--- src/rtl/mdio_phy_responder_pkg.sv ---
// Shared MDIO Clause-22 frame constants and responder FSM encoding.
// Field indices count mdc rising edges from the first ST bit (edge 0).
package mdio_phy_responder_pkg;

  localparam logic [1:0] MDIO_ST    = 2'b01;
  localparam logic [1:0] MDIO_OP_WR = 2'b01;
  localparam logic [1:0] MDIO_OP_RD = 2'b10;
  localparam logic [1:0] MDIO_TA_WR = 2'b10;

  localparam logic [4:0] BIT_HDR_START = 5'd2;
  localparam logic [4:0] BIT_REGAD_END = 5'd13;
  localparam logic [4:0] BIT_TA_END    = 5'd15;
  localparam logic [4:0] BIT_LAST      = 5'd31;

  typedef enum logic [2:0] {
    S_IDLE,
    S_HDR,
    S_TA_WR,
    S_DATA_WR,
    S_TA_RD,
    S_DATA_RD,
    S_SKIP
  } mdio_state_t;

endpackage

--- src/rtl/mdio_phy_responder_edge_det.sv ---
// mdc synchroniser stage: one register on clk plus rise/fall pulses.
// Pulses are combinational and last until the next clk edge.
module mdio_mdc_edge_det (
  input  logic i_clk,
  input  logic i_rst_n,
  input  logic i_mdc,
  output logic o_rise,
  output logic o_fall
);

  logic r_mdc_q;

  always_ff @(posedge i_clk or negedge i_rst_n) begin
    if (!i_rst_n) begin
      r_mdc_q <= 1'b0;
    end else begin
      r_mdc_q <= i_mdc;
    end
  end

  assign o_rise = i_mdc & ~r_mdc_q;
  assign o_fall = ~i_mdc & r_mdc_q;

endmodule

--- src/rtl/mdio_phy_responder.sv ---
// PHY-side Clause-22 MDIO responder fronting a 32x16 register strobe port.
// Define MDIO_TA_CHECK_EN to reject write frames whose TA is not 2'b10.
module mdio_phy_responder #(
  parameter logic [4:0] PHY_ADDR = 5'd0
) (
  input  logic        clk,
  input  logic        reset,
  input  logic        mdc,
  input  logic        mdio_out,
  input  logic        mdio_oe,
  output logic        mdio_in,
  output logic [4:0]  reg_addr,
  output logic [15:0] wr_data,
  output logic        wr_stb,
  output logic        rd_stb,
  input  logic [15:0] rd_data,
  output logic        busy,
  output logic        frame_err
);

  import mdio_phy_responder_pkg::*;

  mdio_state_t r_state;
  logic [4:0]  r_cnt;
  logic [15:0] r_sh;
  logic [15:0] r_tx;
  logic        r_pv;
  logic        r_cap;
  logic        r_busy;
  logic        r_mdio_in;
  logic [4:0]  r_reg_addr;
  logic [15:0] r_wr_data;
  logic        r_wr_stb;
  logic        r_rd_stb;
  logic        r_ferr;

  logic        w_rise;
  logic        w_unused_fall;
  logic [15:0] w_sh_n;
  logic [1:0]  w_op;
  logic [4:0]  w_phy;
  logic [4:0]  w_reg;
  logic        w_match;
  logic        w_last;
  logic        w_wr_path;
  logic        w_abort;

  mdio_mdc_edge_det u_edge (
    .i_clk   (clk),
    .i_rst_n (reset),
    .i_mdc   (mdc),
    .o_rise  (w_rise),
    .o_fall  (w_unused_fall)
  );

  assign w_sh_n  = {r_sh[14:0], mdio_out};
  assign w_op    = w_sh_n[11:10];
  assign w_phy   = w_sh_n[9:5];
  assign w_reg   = w_sh_n[4:0];
  assign w_match = (w_phy == PHY_ADDR);
  assign w_last  = (r_cnt == BIT_LAST);

  // The generator owns the bus through header and write data only
  assign w_wr_path = (r_state == S_HDR)
                   | (r_state == S_TA_WR)
                   | (r_state == S_DATA_WR);
  assign w_abort   = w_rise & ~mdio_oe & w_wr_path;

`ifdef MDIO_TA_CHECK_EN
  logic w_ta_ok;
  assign w_ta_ok = (w_sh_n[1:0] == MDIO_TA_WR);
`endif

  always_ff @(posedge clk or negedge reset) begin
    if (!reset) begin
      r_state    <= S_IDLE;
      r_cnt      <= 5'd0;
      r_sh       <= 16'h0;
      r_tx       <= 16'h0;
      r_pv       <= 1'b0;
      r_cap      <= 1'b0;
      r_busy     <= 1'b0;
      r_mdio_in  <= 1'b0;
      r_reg_addr <= 5'd0;
      r_wr_data  <= 16'h0;
      r_wr_stb   <= 1'b0;
      r_rd_stb   <= 1'b0;
      r_ferr     <= 1'b0;
    end else begin
      r_wr_stb <= 1'b0;
      r_rd_stb <= 1'b0;
      r_ferr   <= 1'b0;
      r_cap    <= r_rd_stb;
      if (r_cap) begin
        r_tx <= rd_data;
      end
      if (w_abort) begin
        r_state <= S_IDLE;
        r_busy  <= 1'b0;
        r_pv    <= 1'b0;
`ifdef MDIO_TA_CHECK_EN
        r_ferr  <= 1'b1;
`endif
      end else if (w_rise) begin
        unique case (r_state)
          S_IDLE: begin
            if (mdio_oe) begin
              r_sh <= w_sh_n;
              r_pv <= 1'b1;
              // r_pv keeps a stale reset-zero from faking ST
              if (r_pv && (w_sh_n[1:0] == MDIO_ST)) begin
                r_busy  <= 1'b1;
                r_cnt   <= BIT_HDR_START;
                r_state <= S_HDR;
              end
            end else begin
              r_pv <= 1'b0;
            end
          end
          S_HDR: begin
            r_sh  <= w_sh_n;
            r_cnt <= r_cnt + 5'd1;
            if (r_cnt == BIT_REGAD_END) begin
              r_reg_addr <= w_reg;
              if (w_match && (w_op == MDIO_OP_WR)) begin
                r_state <= S_TA_WR;
              end else if (w_match && (w_op == MDIO_OP_RD)) begin
                r_rd_stb <= 1'b1;
                r_state  <= S_TA_RD;
              end else begin
                r_state <= S_SKIP;
              end
            end
          end
          S_TA_WR: begin
            r_sh  <= w_sh_n;
            r_cnt <= r_cnt + 5'd1;
            if (r_cnt == BIT_TA_END) begin
`ifdef MDIO_TA_CHECK_EN
              if (w_ta_ok) begin
                r_state <= S_DATA_WR;
              end else begin
                r_ferr  <= 1'b1;
                r_state <= S_SKIP;
              end
`else
              r_state <= S_DATA_WR;
`endif
            end
          end
          S_DATA_WR: begin
            r_sh  <= w_sh_n;
            r_cnt <= r_cnt + 5'd1;
            if (w_last) begin
              r_wr_data <= w_sh_n;
              r_wr_stb  <= 1'b1;
              r_busy    <= 1'b0;
              r_pv      <= 1'b0;
              r_state   <= S_IDLE;
            end
          end
          S_TA_RD: begin
            r_cnt     <= r_cnt + 5'd1;
            r_mdio_in <= 1'b0;
            if (r_cnt == BIT_TA_END) begin
              r_mdio_in <= r_tx[15];
              r_tx      <= {r_tx[14:0], 1'b0};
              r_state   <= S_DATA_RD;
            end
          end
          S_DATA_RD: begin
            r_cnt <= r_cnt + 5'd1;
            if (w_last) begin
              r_mdio_in <= 1'b0;
              r_busy    <= 1'b0;
              r_pv      <= 1'b0;
              r_state   <= S_IDLE;
            end else begin
              r_mdio_in <= r_tx[15];
              r_tx      <= {r_tx[14:0], 1'b0};
            end
          end
          S_SKIP: begin
            r_cnt <= r_cnt + 5'd1;
            if (w_last) begin
              r_busy  <= 1'b0;
              r_pv    <= 1'b0;
              r_state <= S_IDLE;
            end
          end
          default: begin
            r_busy  <= 1'b0;
            r_state <= S_IDLE;
          end
        endcase
      end
    end
  end

  assign mdio_in   = r_mdio_in;
  assign reg_addr  = r_reg_addr;
  assign wr_data   = r_wr_data;
  assign wr_stb    = r_wr_stb;
  assign rd_stb    = r_rd_stb;
  assign busy      = r_busy;
  assign frame_err = r_ferr;

endmodule

--- config.mk ---
export PLATFORM = sky130hd
export DESIGN_NAME = mdio_phy_responder
export DESIGN_NICKNAME = d
export VERILOG_FILES = /design/src/rtl/mdio_phy_responder_pkg.sv /design/src/rtl/mdio_phy_responder_edge_det.sv /design/src/rtl/mdio_phy_responder.sv
export SDC_FILE = /design/constraint.sdc
export NUM_CORES = 1
export LEC_CHECK = 0
export CAP_MARGIN = 0
export CORE_UTILIZATION = 40
export DETAILED_ROUTE_END_ITERATION = 10
export MAX_ROUTING_LAYER = met4
export PLACE_DENSITY_LB_ADDON = 0.25
export SLEW_MARGIN = 20
export SYNTH_ARGS = -nofsm -noshare
export SYNTH_HDL_FRONTEND = slang
export SYNTH_HIERARCHICAL = 1
export SYNTH_SLANG_ARGS = --single-unit
--- constraint.sdc ---
create_clock -name clk -period 2.8 [get_ports clk]
set_input_delay 0.56 -clock clk [delete_from_list [all_inputs] [get_ports clk]]
set_output_delay 0.56 -clock clk [all_outputs]
set_load 0.02 [all_outputs]
==> results of run 1 <==
-- sequential cells by signal, indices dropped and copies added (netlist names), 3 cells and up --
register / count
r_tx: 16
r_sh: 15
reg_addr: 5
wr_data: 16
r_cnt: 5
r_state: 3
-- where the power goes --
part / switching (mW) / internal, mW / total, mW
Sequential: 0.201 / 1.14 / 1.34
Clock: 0.342 / 0.359 / 0.700
Combinational: 0.254 / 0.288 / 0.542
Total: 0.797 / 1.78 / 2.58
-- per-stage QoR --
| stage | std cells | setup slack [ns] |
|---|---|---|
| finish | 402 | 0.638 |
| global route | 402 | 0.494 |
| CTS | 402 | 0.647 |
| detailed placement | 388 | 0.289 |
| global placement | 388 | 0.340 |
| floorplan | 253 | 0.665 |
-- layer usage --
metal	vias up	track usage	wire [um]
met5	-	-	0
met1	990	0.193	2680
met4	0	0.0738	93
li1	987	-	-
met3	9	0.0398	166
met2	34	0.242	2750
-- path summary, 6_finish.rpt --
path | endpoint | slack [ns] | depth (start not counted)
worst min register to register | r_cap | 0.38 | 0
worst max-delay path | r_state[0] | 0.64 | 7
max in group asynchronous | r_sh[11] | 1.77 | 3
worst max register to register | r_state[1] | 0.72 | 7
min in group clk | r_cap | 0.38 | 0
worst min-delay path | u_edge/r_mdc_q | 0.30 | 2
-- final cells by class --
class / count / share of cell area
well taps: 99 / 0.0329
clock inverters: 2 / 0.00333
flip-flops and latches: 67 / 0.446
clock buffers: 12 / 0.0412
multi-input cells: 164 / 0.340
repair buffers: 51 / 0.130
inverters: 7 / 0.00698
-- worst max-delay path, cell delays in order --
cell             delay [ns]
clkdlybuf4s50_1        0.47
nor2b_1                0.20
buf_4                  0.18
o21ai_0                0.08
nor3_1                 0.36
o21ba_4                0.24
mux2_4                 0.30
==> metrics.log, run 1 <==
INFO  metric timing.hold.worst.class = in -> async
INFO  metric max_cap_viol_count = 0
INFO  metric clock_tree.root_cell = clkbuf_8
INFO  metric timing.hold.ws = 0.299 ns
INFO  metric worst_ep_required_time = 3.02 ns
INFO  metric worst_slew_pin_slew = 0.843 ns
INFO  metric syn2layout_area_growth = 22.2%
INFO  metric crit_arrival = 2.39 ns
INFO  metric placement_rows = 31
INFO  metric n_antenna_cell = 0
INFO  metric peakVddDrop = 0.353 mV
INFO  metric layout-drive-gt1-share = 0.221
INFO  metric floorplan.io_pins = 47
INFO  metric layout_common_cells = 67 x dfrtp_1, 44 x clkdlybuf4s50_1, 36 x mux2_2
INFO  metric worst_setup_path_end_kind = flip-flop
INFO  metric grt_start_max_net_pins = 46
INFO  metric result_of_the_run = complete, no violations
INFO  metric grtUsageTotal = 0.157
INFO  metric sequential_cell_area = 1680 sq um
INFO  metric timing.max_slew.rel_slack = 0.438
INFO  metric starting_density_of_the_core = 0.420
INFO  metric final_period_minus_worst_setup_slack = 2.16 ns
INFO  metric grt_pass1_vias = 1989
INFO  metric grt_first_pass_wirelength = 9.56 mm
INFO  metric postLayoutCellArea = 3760 sq um
INFO  metric p_leak = 1.64 nW
INFO  metric layout.cells.most_common = dfrtp_1
INFO  metric cts.sink_count = 67
INFO  metric setup_viol_count_final = 0
INFO  metric number_of_nets_produced_by_synthesis = 278
INFO  metric num_vias = 2020
INFO  metric dpl_hpwl = 3.84 mm
INFO  metric finalPower = 2.58 mW
INFO  metric finalMaxSlewViolations = 0
INFO  metric clock.fmax = 463 MHz
INFO  metric timing.final.crit_share = 0.772
INFO  metric post_synth_instance_area = 3080 sq um
INFO  metric ctsLongestPathBuffers = 2
INFO  metric detail-route-antenna-nets = 0
INFO  metric cts-buffers-inserted = 9
INFO  metric chip_width = 89.7 um
INFO  metric clock_transition_at_path_regs = 0.07 ns
INFO  metric tritoncts = done
INFO  metric syn_area_per_cell = 12.2 sq um
INFO  metric sum_neg_setup_slack = 0 ns
INFO  metric viasPerCell = 5.02
INFO  metric htreeDepth = 3
INFO  metric die_h = 89.7 um
INFO  metric core = 7330 sq um
INFO  metric startpoint = mdc
INFO  metric clk-insertion-delay-late = 0.33 ns
INFO  metric final_core_utilization = 0.513
INFO  metric cts_resized = 0
INFO  metric power.density = 686 nW/um^2
INFO  metric post_place_instance_area = 3590 sq um
INFO  metric hold_violation_count_in_the_final_report = 0
INFO  metric worstSetupPathType = in -> reg
INFO  metric grt_setup_unrepaired = false
INFO  metric number_of_detailed_route_iterations_in_the_first_pass = 4
INFO  metric multi_input_area = 1280 sq um
INFO  metric regToRegStartpoint = r_cnt[0]
INFO  metric critPathMaxFanout = 7
INFO  metric postCtsSetupBuffers = 0
INFO  metric n_fill_cell = 654
INFO  metric placement.io_buffers = 45
INFO  metric timing.critical_path.from_type = primary input
INFO  metric grt.overflow.total = 0
INFO  metric detailedRoute.firstIterationViolations = 58
INFO  metric detail_route.drc_violations = 0
INFO  metric drt-wirelength-per-cell = 14.1 um
INFO  metric yosysWarningCount = 6
INFO  metric antenna_violations_before_repair = 0
INFO  metric design.die.area = 8050 sq um
INFO  metric synthesis.instances = 253
INFO  metric place_congestion = 0.807
INFO  metric hold_buffers = 0
INFO  metric nets = 325
INFO  metric routed_wire_length = 5.69 mm
INFO  metric fin_worst_skew = 0.00412 ns
No activity file was read; power rests on OpenSTA's default activity.
==> inputs of run 2 (changes only) <==
==> constraint.sdc (replaced) <==
create_clock -name clk -period 2.1 [get_ports clk]
set_input_delay 0.42 -clock clk [delete_from_list [all_inputs] [get_ports clk]]
set_output_delay 0.42 -clock clk [all_outputs]
set_load 0.02 [all_outputs]
==> metrics.log, run 2 (synthesis gave the netlist of run 1 again) <==
INFO  metric result_of_the_run = complete, no violations
INFO  metric antenna_violations_before_repair = 0 (unchanged)
INFO  metric worst_setup_path_end_kind = flip-flop
INFO  metric p_sw_frac = 0.295 (-0.0141)
INFO  metric critical_path.slowest_cell = dfrtp_1
INFO  metric ctsLongestPathBuffers = 2 (unchanged)
INFO  metric die_h = 89.7 um (unchanged)
INFO  metric tritoncts = done
INFO  metric timing.final.crit_share = 0.944
INFO  metric final_period_minus_worst_setup_slack = 1.98 ns
INFO  metric drt-wirelength-per-cell = 13.8 um (-2.1%)
INFO  metric starting_density_of_the_core = 0.420 (unchanged)
INFO  metric worst_slew_pin_slew = 0.542 ns (-0.300 ns)
INFO  metric n_fill_cell = 613 (-6.3%)
INFO  metric place_congestion = 0.818 (+1.3%)
INFO  metric worst_ep_required_time = 2.34 ns (-0.68 ns)
INFO  metric core = 7330 sq um (unchanged)
INFO  metric layout-drive-gt1-share = 0.276 (+0.0547)
INFO  metric clk-insertion-delay-late = 0.35 ns (+0.02 ns)
INFO  metric post_place_instance_area = 3740 sq um (+4.0%)
INFO  metric grtUsageTotal = 0.166 (+0.00892)
INFO  metric p_int = 2.72 mW (+53%)
INFO  metric finalPower = 3.86 mW (+50%)
INFO  metric worstSetupPathType = reg -> reg
INFO  metric grt_start_max_net_pins = 68 (+48%)
INFO  metric multi_input_area = 1310 sq um (+2.2%)
INFO  metric placement_rows = 31 (unchanged)
INFO  metric seqPwrFrac = 0.457 (-0.061)
INFO  metric hold_buffers = 0 (unchanged)
INFO  metric nets = 339 (+4.3%)
INFO  metric clock_tree.root_cell = clkbuf_8
INFO  metric detailedRoute.firstIterationViolations = 113 (+95%)
INFO  metric p_leak = 1.75 nW (+6.8%)
INFO  metric hold_violation_count_in_the_final_report = 0 (unchanged)
INFO  metric placement.io_buffers = 45 (unchanged)
INFO  metric grt_pass1_vias = 2133 (+7.2%)
INFO  metric htreeDepth = 3 (unchanged)
INFO  metric timing.max_slew.rel_slack = 0.638 (+0.200)
INFO  metric syn2layout_area_growth = 29.7%
INFO  metric clkPwrFrac = 0.319 (+0.047)
INFO  metric r2r-end = r_state[1]
INFO  metric timing.critical_path.from_type = flip-flop
INFO  metric power.switching = 1.14 mW (+43%)
INFO  metric finalMaxSlewViolations = 0 (unchanged)
INFO  metric setup_viol_count_final = 0 (unchanged)
INFO  metric peakVddDrop = 0.459 mV (+30%)
INFO  metric clock.fmax = 504 MHz
INFO  metric grt.overflow.total = 0 (unchanged)
INFO  metric detail_route.drc_violations = 0 (unchanged)
INFO  metric viasPerCell = 4.98 (-0.92%)
INFO  metric timing.critical_path.slowest_cell_delay = 0.40 ns (-0.07 ns)
INFO  metric fin_worst_skew = 0.0132 ns (+0.00908 ns)
INFO  metric timing.hold.ws = 0.0525 ns (-0.246 ns)
INFO  metric worstPathCellList = ha_2 > and3_1 > ha_2 > nor4b_4 > a211oi_2 > o21ba_4 > a221o_1
INFO  metric postCtsSetupBuffers = 0 (unchanged)
INFO  metric dpl_hpwl = 3.88 mm (+0.92%)
INFO  metric grt_first_pass_wirelength = 10.2 mm (+6.5%)
INFO  metric number_of_detailed_route_iterations_in_the_first_pass = 4 (unchanged)
INFO  metric most_prevalent_standard_cell_on_the_critical_path = ha_2
INFO  metric sequential_cell_area = 1680 sq um (unchanged)
INFO  metric timing.hold.worst.class = in -> async
INFO  metric preCtsSetupSlack = -0.120 ns (-0.409 ns)
INFO  metric final_core_utilization = 0.545 (+0.0314)
INFO  metric crit_arrival = 2.22 ns (-0.17 ns)
INFO  metric postLayoutSetupSlackWorst = 0.117 ns (-0.521 ns)
INFO  metric postLayoutCellArea = 3990 sq um (+6.1%)
INFO  metric r2r_cells = 7 (unchanged)
INFO  metric floorplan.io_pins = 47 (unchanged)
INFO  metric design.die.area = 8050 sq um (unchanged)
INFO  metric n_antenna_cell = 0 (unchanged)
INFO  metric cp.buffers_inverters = 0 (-2)
INFO  metric critPathMaxFanout = 4 (-3)
INFO  metric layout_common_cells = 67 x dfrtp_1, 44 x clkdlybuf4s50_1, 36 x mux2_2
INFO  metric reg2reg_slack = 0.12 ns (-0.60 ns)
INFO  metric routed_wire_length = 5.79 mm (+1.8%)
INFO  metric combinationalPowerShare = 0.224 (+0.014)
INFO  metric power.density = 966 nW/um^2 (+41%)
INFO  metric num_vias = 2081 (+3.0%)
INFO  metric timing.critical_path.max_delay_family = compound AO/OA/AOI/OAI gates
INFO  metric cts-buffers-inserted = 9 (unchanged)
INFO  metric clock_transition_at_path_regs = 0.08 ns (about the same)
INFO  metric cts.sink_count = 67 (unchanged)
INFO  metric max_cap_viol_count = 0 (unchanged)
INFO  metric chip_width = 89.7 um (unchanged)
INFO  metric detail-route-antenna-nets = 0 (unchanged)
INFO  metric regToRegStartpoint = r_cnt[1]
INFO  metric layout.cells.most_common = dfrtp_1
run 2: cell count changes in the layout (fill, tap and decap cells not counted), sizes merged:
| cell | previous run | this run |
|---|---|---|
| bufinv | 0 | 2 |
| buf | 7 | 21 |
run 2: power groups by stage:
| stage | logic [mW] | registers [mW] | clock network [mW] |
|---|---|---|---|
| final | 0.862 | 1.76 | 1.23 |
| after global placement | 0.814 | 1.77 | 0 |
| after floorplan | 0.670 | 1.67 | 0 |
| after detailed placement | 0.838 | 1.78 | 0 |
| after global routing | 0.968 | 1.81 | 1.32 |
| after CTS | 0.843 | 1.76 | 1.27 |
run 2: metrics by stage:
stage / setup TNS [ns] / cells
floorplan: 0 / 253
global placement: -0.547 / 402
detailed placement: -1.76 / 402
CTS: 0 / 418
global route: -0.000354 / 418
finish: 0 / 418
run 2: per-layer routing:
layer	vias up	wire, um	GRT usage	share of wire
met5	-	0	-	0
met4	0	167	0.102	0.029
met3	11	219	0.0313	0.038
met2	45	2710	0.251	0.47
met1	1011	2690	0.205	0.46
li1	1014	-	-	-
run 2: how the worst max path moves through the flow:
stage | from | end | slack [ns] | cells past startpoint
after floorplan | mdc | wr_data[10] | 0.10 | 6
after global placement | mdio_oe | r_state[0] | -0.07 | 6
after detailed placement | mdio_oe | r_state[1] | -0.12 | 6
after CTS | r_cnt[1] | r_state[1] | 0.05 | 7
after global routing | r_state[0] | r_cnt[3] | -0.0004 | 7
final | r_cnt[1] | r_state[1] | 0.12 | 7
run 2: final cells by class:
class                      count  share of cell area
inverter                       7             0.00658
sequential                    67               0.420
clock inverter                 4              0.0182
clock buffer                  12              0.0389
timing repair buffer          65               0.159
multi-input combinational    164               0.327
tap                           99              0.0310
run 2: what timing repair did:
item	4_1_cts	5_1_grt
gates resized for setup	0	6
endpoints found under the hold margin	0	0
setup endpoints to repair	0	3
